$ cat config.mk
export PLATFORM = sky130hd
export DESIGN_NAME = regfile_mp_clr_flat
export DESIGN_NICKNAME = d
export VERILOG_FILES = /design/src/rtl/regfile_mp_clr_if.sv /design/src/rtl/regfile_mp_clr.sv /design/src/flat_wrapper.sv
export SDC_FILE = /design/constraint.sdc
export NUM_CORES = 1
export LEC_CHECK = 0
export BUFFER_PORTS_ARGS = -buffer_cell sky130_fd_sc_hd__buf_4
export CAP_MARGIN = 20
export CORE_MARGIN = 2
export CORE_UTILIZATION = 40
export DETAILED_ROUTE_END_ITERATION = 10
export GPL_TIMING_DRIVEN = 0
export PLACE_DENSITY_LB_ADDON = 0.25
export REMOVE_ABC_BUFFERS = 1
export SETUP_SLACK_MARGIN = 0.1
export SLEW_MARGIN = 25
export SYNTH_ARGS = -nofsm -noshare
export SYNTH_HDL_FRONTEND = slang
export SYNTH_SLANG_ARGS = --single-unit
$ cat constraint.sdc
create_clock -name clk_i -period 8.9 [get_ports clk_i]
set_clock_uncertainty 0.05 [all_clocks]
set_input_delay 1.78 -clock clk_i [delete_from_list [all_inputs] [get_ports clk_i]]
set_output_delay 1.78 -clock clk_i [all_outputs]
set_load 0.01 [all_outputs]
$ cat src/rtl/regfile_mp_clr_if.sv
// Bus bundle for the multi-port register file: writeback write port, decode read ports,
// and the clear/ready handshake.
interface regfile_mp_clr_if #(
    parameter int DATA_WIDTH     = 32,
    parameter int ADDR_BUS_WIDTH = 5,
    parameter int READ_PORTS     = 2
) ();
    logic                                 clear_i;
    logic                                 ready_o;
    logic                                 write_en_i;
    logic [ADDR_BUS_WIDTH-1:0]            write_addr_i;
    logic [DATA_WIDTH-1:0]                write_data_i;
    logic [READ_PORTS*ADDR_BUS_WIDTH-1:0] read_addr_i;
    logic [READ_PORTS*DATA_WIDTH-1:0]     read_data_o;

    modport slave (
        input  clear_i, write_en_i, write_addr_i, write_data_i, read_addr_i,
        output ready_o, read_data_o
    );

    modport master (
        output clear_i, write_en_i, write_addr_i, write_data_i, read_addr_i,
        input  ready_o, read_data_o
    );
endinterface

$ cat src/rtl/regfile_mp_clr.sv
// RV32I general-purpose register file: N combinational read ports, one write port,
// optional write-first bypass and hardwired x0, with a one-register-per-cycle clear sequencer.
module regfile_mp_clr #(
    parameter int DATA_WIDTH       = 32,
    parameter int REGISTERS_NUMBER = 32,
    parameter int ADDR_BUS_WIDTH   = 5,
    parameter int READ_PORTS       = 2,
    parameter int BYPASS_EN        = 1,
    parameter int ZERO_REG_EN      = 1
) (
    input  logic             clk_i,
    input  logic             reset_i,
    regfile_mp_clr_if.slave  bus
);
    localparam int DEPTH = 1 << ADDR_BUS_WIDTH;
    localparam logic [ADDR_BUS_WIDTH:0]   REG_NUM  = (ADDR_BUS_WIDTH + 1)'(REGISTERS_NUMBER);
    localparam logic [ADDR_BUS_WIDTH-1:0] LAST_IDX = ADDR_BUS_WIDTH'(REGISTERS_NUMBER - 1);

    typedef enum logic {
        ST_CLEAR = 1'b0,
        ST_READY = 1'b1
    } state_t;

    state_t                           state_q;
    logic [ADDR_BUS_WIDTH-1:0]        clr_cnt_q;
    logic                             ready_q;
    logic [DATA_WIDTH-1:0]            gpr_q [DEPTH];
    logic                             write_ok_s;
    logic [READ_PORTS*DATA_WIDTH-1:0] rdata_d;

    // An address is live when it names an implemented register other than a hardwired x0.
    function automatic logic addr_live(input logic [ADDR_BUS_WIDTH-1:0] addr);
        return ({1'b0, addr} < REG_NUM) && !((ZERO_REG_EN != 0) && (addr == '0));
    endfunction

    assign write_ok_s      = ready_q && bus.write_en_i && addr_live(bus.write_addr_i);
    assign bus.ready_o     = ready_q;
    assign bus.read_data_o = rdata_d;

    // Clear/ready sequencer; ready_q is the registered copy of the READY state.
    always_ff @(posedge clk_i or posedge reset_i) begin
        if (reset_i) begin
            state_q   <= ST_CLEAR;
            clr_cnt_q <= '0;
            ready_q   <= 1'b0;
        end else begin
            case (state_q)
                ST_CLEAR: begin
                    if (clr_cnt_q == LAST_IDX) begin
                        state_q   <= ST_READY;
                        clr_cnt_q <= '0;
                        ready_q   <= 1'b1;
                    end else begin
                        clr_cnt_q <= clr_cnt_q + ADDR_BUS_WIDTH'(1);
                    end
                end
                ST_READY: begin
                    if (bus.clear_i) begin
                        state_q   <= ST_CLEAR;
                        clr_cnt_q <= '0;
                        ready_q   <= 1'b0;
                    end
                end
                default: begin
                    state_q   <= ST_CLEAR;
                    clr_cnt_q <= '0;
                    ready_q   <= 1'b0;
                end
            endcase
        end
    end

    // Storage: the sequencer owns the array while clearing, writeback owns it when ready.
    always_ff @(posedge clk_i) begin
        if (state_q == ST_CLEAR) begin
            gpr_q[clr_cnt_q] <= '0;
        end else if (write_ok_s) begin
            gpr_q[bus.write_addr_i] <= bus.write_data_i;
        end
    end

    // Zero-latency read ports with optional write-first forwarding.
    always_comb begin
        rdata_d = '0;
        for (int k = 0; k < READ_PORTS; k++) begin
            if (!ready_q || !addr_live(bus.read_addr_i[k*ADDR_BUS_WIDTH +: ADDR_BUS_WIDTH])) begin
                rdata_d[k*DATA_WIDTH +: DATA_WIDTH] = '0;
            end else if ((BYPASS_EN != 0) && write_ok_s &&
                         (bus.read_addr_i[k*ADDR_BUS_WIDTH +: ADDR_BUS_WIDTH] == bus.write_addr_i)) begin
                rdata_d[k*DATA_WIDTH +: DATA_WIDTH] = bus.write_data_i;
            end else begin
                rdata_d[k*DATA_WIDTH +: DATA_WIDTH] =
                    gpr_q[bus.read_addr_i[k*ADDR_BUS_WIDTH +: ADDR_BUS_WIDTH]];
            end
        end
    end
endmodule

$ cat src/flat_wrapper.sv
// flat-port wrapper written by rule: the top's interface ports become plain ports
module regfile_mp_clr_flat 
#(
    parameter int DATA_WIDTH       = 32,
    parameter int REGISTERS_NUMBER = 32,
    parameter int ADDR_BUS_WIDTH   = 5,
    parameter int READ_PORTS       = 2,
    parameter int BYPASS_EN        = 1,
    parameter int ZERO_REG_EN      = 1
)
  (clk_i, reset_i, bus_clear_i, bus_write_en_i, bus_write_addr_i, bus_write_data_i, bus_read_addr_i, bus_ready_o, bus_read_data_o);
  regfile_mp_clr_if #(.DATA_WIDTH(DATA_WIDTH), .ADDR_BUS_WIDTH(ADDR_BUS_WIDTH), .READ_PORTS(READ_PORTS)) bus_i ();
  input  logic clk_i;
  input  logic reset_i;
  input wire logic [$bits(bus_i.clear_i)-1:0] bus_clear_i;
  input wire logic [$bits(bus_i.write_en_i)-1:0] bus_write_en_i;
  input wire logic [$bits(bus_i.write_addr_i)-1:0] bus_write_addr_i;
  input wire logic [$bits(bus_i.write_data_i)-1:0] bus_write_data_i;
  input wire logic [$bits(bus_i.read_addr_i)-1:0] bus_read_addr_i;
  output wire logic [$bits(bus_i.ready_o)-1:0] bus_ready_o;
  output wire logic [$bits(bus_i.read_data_o)-1:0] bus_read_data_o;
  assign bus_i.clear_i = bus_clear_i;
  assign bus_i.write_en_i = bus_write_en_i;
  assign bus_i.write_addr_i = bus_write_addr_i;
  assign bus_i.write_data_i = bus_write_data_i;
  assign bus_i.read_addr_i = bus_read_addr_i;
  assign bus_ready_o = bus_i.ready_o;
  assign bus_read_data_o = bus_i.read_data_o;
  regfile_mp_clr #(.DATA_WIDTH(DATA_WIDTH), .REGISTERS_NUMBER(REGISTERS_NUMBER), .ADDR_BUS_WIDTH(ADDR_BUS_WIDTH), .READ_PORTS(READ_PORTS), .BYPASS_EN(BYPASS_EN), .ZERO_REG_EN(ZERO_REG_EN)) u_core (.clk_i(clk_i), .reset_i(reset_i), .bus(bus_i));
endmodule
==> reports/qor.csv <==
metric;value;unit
reg2reg_slack;5.56;ns
hold_path_class;reg -> reg;
dp.final_hpwl;104;mm
fin_ws;1.32;ns
antenna_found_initial;2;
yosysTopAreaCell;edfxtp_1;
cts_resized;0;
hold_buffers;0;
worstPathArrival;5.75;ns
min_period;7.58;ns
grt_pass1_wl;226;mm
p_switching;3.65;mW
synth_area;48900;um2
yosysMostFrequentCell;edfxtp_1;
routedWlPerCell;33.9;um
grt.total_usage;25.1;%
grt.overflow.total;0;
synthSimpleGateAreaFrac;1.15;%
cp_max_fo;57;
vias;31200;
synth-seq-cells;1031;
r2r-start;u_core.bus.ready_o;
cts_tree;yes;
max_cap_viol_count;0;
portBuffers;115;
clock_path_buffers;3;
p_comb_share;19.3;%
synth-compound-area-share;10.6;%
hold_violations;0;
synth_top_family_by_area;multiplexers;
grt_max_degree;71;
power_frac_clock;34.3;%
period_share;85.1;%
final_max_slew_viol_count;0;
pre_cts_ws;1.28;ns
io_pins;116;
syn2layout_area_growth;19.2;%
synth_cell_types;51;
final-setup-viol-count;0;
synthTopCellsByCount;edfxtp_1, mux2i_1, mux4_2;
worstReg2RegEnd;u_core.gpr_q[10][24];
placed_cell_area;54800;um2
synthArstFlopShare;0.679;%
clk_latency;0.68;ns
synthTopCellsByArea;edfxtp_1, mux4_2, mux2i_1;
die_height;354;um
worst_slew_pin_slew;1.11;ns
required;7.07;ns
post_cts.repair.setup_buffers;0;
final_antenna_net_count;0;
hold_end;u_core.clr_cnt_q[1];
fp.dieW;354;um
drc;0;
design.die.area;125000;um2
place.gp.congestion;0.755;
p_sw_share;28.1;%
ctsRootBufferMaster;clkbuf_16;
wirelength;160;mm
core-area;122000;um2
synth_xor_area_share;0.179;%
reg2regPathDepth;6;
synthAdderAreaFrac;0.0512;%
ys_seq_area_share;63.2;%
first_pass_iters;6;
start_kind;input port;
drt_iter0_markers;3936;
grt_setup_unrepaired;no;
max-vdd-ir-drop;0.171;mV
clk_pin_slew;0.05;ns
nNetsFinal;3050;
power_density;223;nW/um2
hold_start;u_core.clr_cnt_q[1];
relSlewSlack;26.0;%
htreeDepth;3;
synth_top_area_share;62.9;%
p_int;9.36;mW
start_util;40.2;%
p_leak;20.0;nW
power_frac_seq;46.4;%
endpoint_kind;primary output;
critical_path_class;in -> out;
status;finished, final reports clean;
first_global_vias;31700;
synth_cells;2842;
fmax;132;MHz
synth_edf_count;1024;
drive_gt1_share;25.4;%
synthFlopType;edfxtp_1;
clock_sinks;1031;
vias_per_cell;6.61;
avgSynthCellArea;17.2;um2
synth.mux.area_fraction;22.5;%
final_area;58300;um2
whs_path_depth;2;
ys.warnings.count;0;
num_rows;128;
cts_buffers;109;
-- power groups by stage --
stage / Combinational, mW / Clock [mW] / Sequential (mW)
after floorplan: 1.02 / 0 / 6.07
after global placement: 2.04 / 0 / 6.15
after detailed placement: 2.48 / 0 / 6.12
after CTS: 2.49 / 4.50 / 6.02
after global routing: 2.60 / 4.69 / 6.07
final: 2.52 / 4.46 / 6.03
-- final cells by class --
class | count | area [um2]
diodes | 1 | 2.50
inverters | 9 | 48.8
repair buffers | 284 | 4570
clock inverters | 65 | 534
clock buffers | 140 | 2930
well taps | 1625 | 2030
fillers | 9968 | 63200
flip-flops and latches | 1031 | 30900
multi-input cells | 1562 | 17300
-- stage by stage --
step	TNS (ns)	hold slack, ns	std cells	power, mW	util (%)
after global routing	0	0.609	4717	13.4	48.0
after CTS	0	0.566	4713	13.0	47.9
after detailed placement	0	0.534	4508	8.60	45.1
after floorplan	0	0.473	2602	7.09	-
after global placement	-732.52	0.529	4342	8.20	41.7
final	0	0.560	4717	13.0	48.0
-- cell families after synthesis --
family,after synthesis
flops,1031
mux,741
compound gates,696
buf+inv,249
simple gates,113
xor+xnor,10
fa+ha+maj,2
-- sequential cells by signal, summed over array words and instances (netlist names) --
register	cells
u_core.clr_cnt_q	5
u_core.state_q	1
u_core.gpr_q	1024
u_core.bus.ready_o	1
-- worst max-delay path by stage --
stage	startpoint	end	slack, ns	depth (start not counted)
after global routing	bus_read_addr_i[5]	bus_read_data_o[43]	1.13	13
final	bus_read_addr_i[5]	bus_read_data_o[41]	1.32	13
after floorplan	bus_read_addr_i[7]	bus_read_data_o[62]	0.98	5
after global placement	bus_read_addr_i[5]	bus_read_data_o[32]	-8.92	7
after detailed placement	bus_read_addr_i[5]	bus_read_data_o[41]	1.28	13
after CTS	bus_read_addr_i[5]	bus_read_data_o[43]	1.28	13
-- layer usage --
metal,global-route usage (%),vias to the layer above,wire length (um)
met2,39.6,1815,74900
met5,0,-,0
li1,-,12500,-
met1,34.3,16400,63300
met3,5.15,422,15200
met4,9.64,0,6670
-- worst max-delay path, stage by stage --
cell,delay [ns]
buf_8,0.37
buf_16,0.37
buf_16,0.35
buf_16,0.37
xnor2_1,0.18
nand3_1,0.24
o311ai_4,0.68
buf_8,0.23
buf_6,0.18
buf_6,0.18
a21oi_1,0.07
a211o_1,0.35
buf_4,0.17
-- placed cells by master, fill, tap and decap left out, types with 32 or more instances in the layout --
master	Yosys	final
mux4_2	288	288
nor2_4	0	36
edfxtp_1	1024	1024
a21oi_1	100	100
clkbuf_16	0	113
o22a_1	32	32
buf_16	0	94
a211o_1	32	32
buf_12	0	33
o21ai_0	99	99
mux2i_1	451	451
a22oi_1	96	96
buf_4	22	122
a221oi_1	192	192
a21boi_0	32	32
clkinv_1	1	32
a221o_1	32	32
o21bai_1	32	32
a211oi_1	32	32
Note: power is estimated with default switching activity, not from simulation.
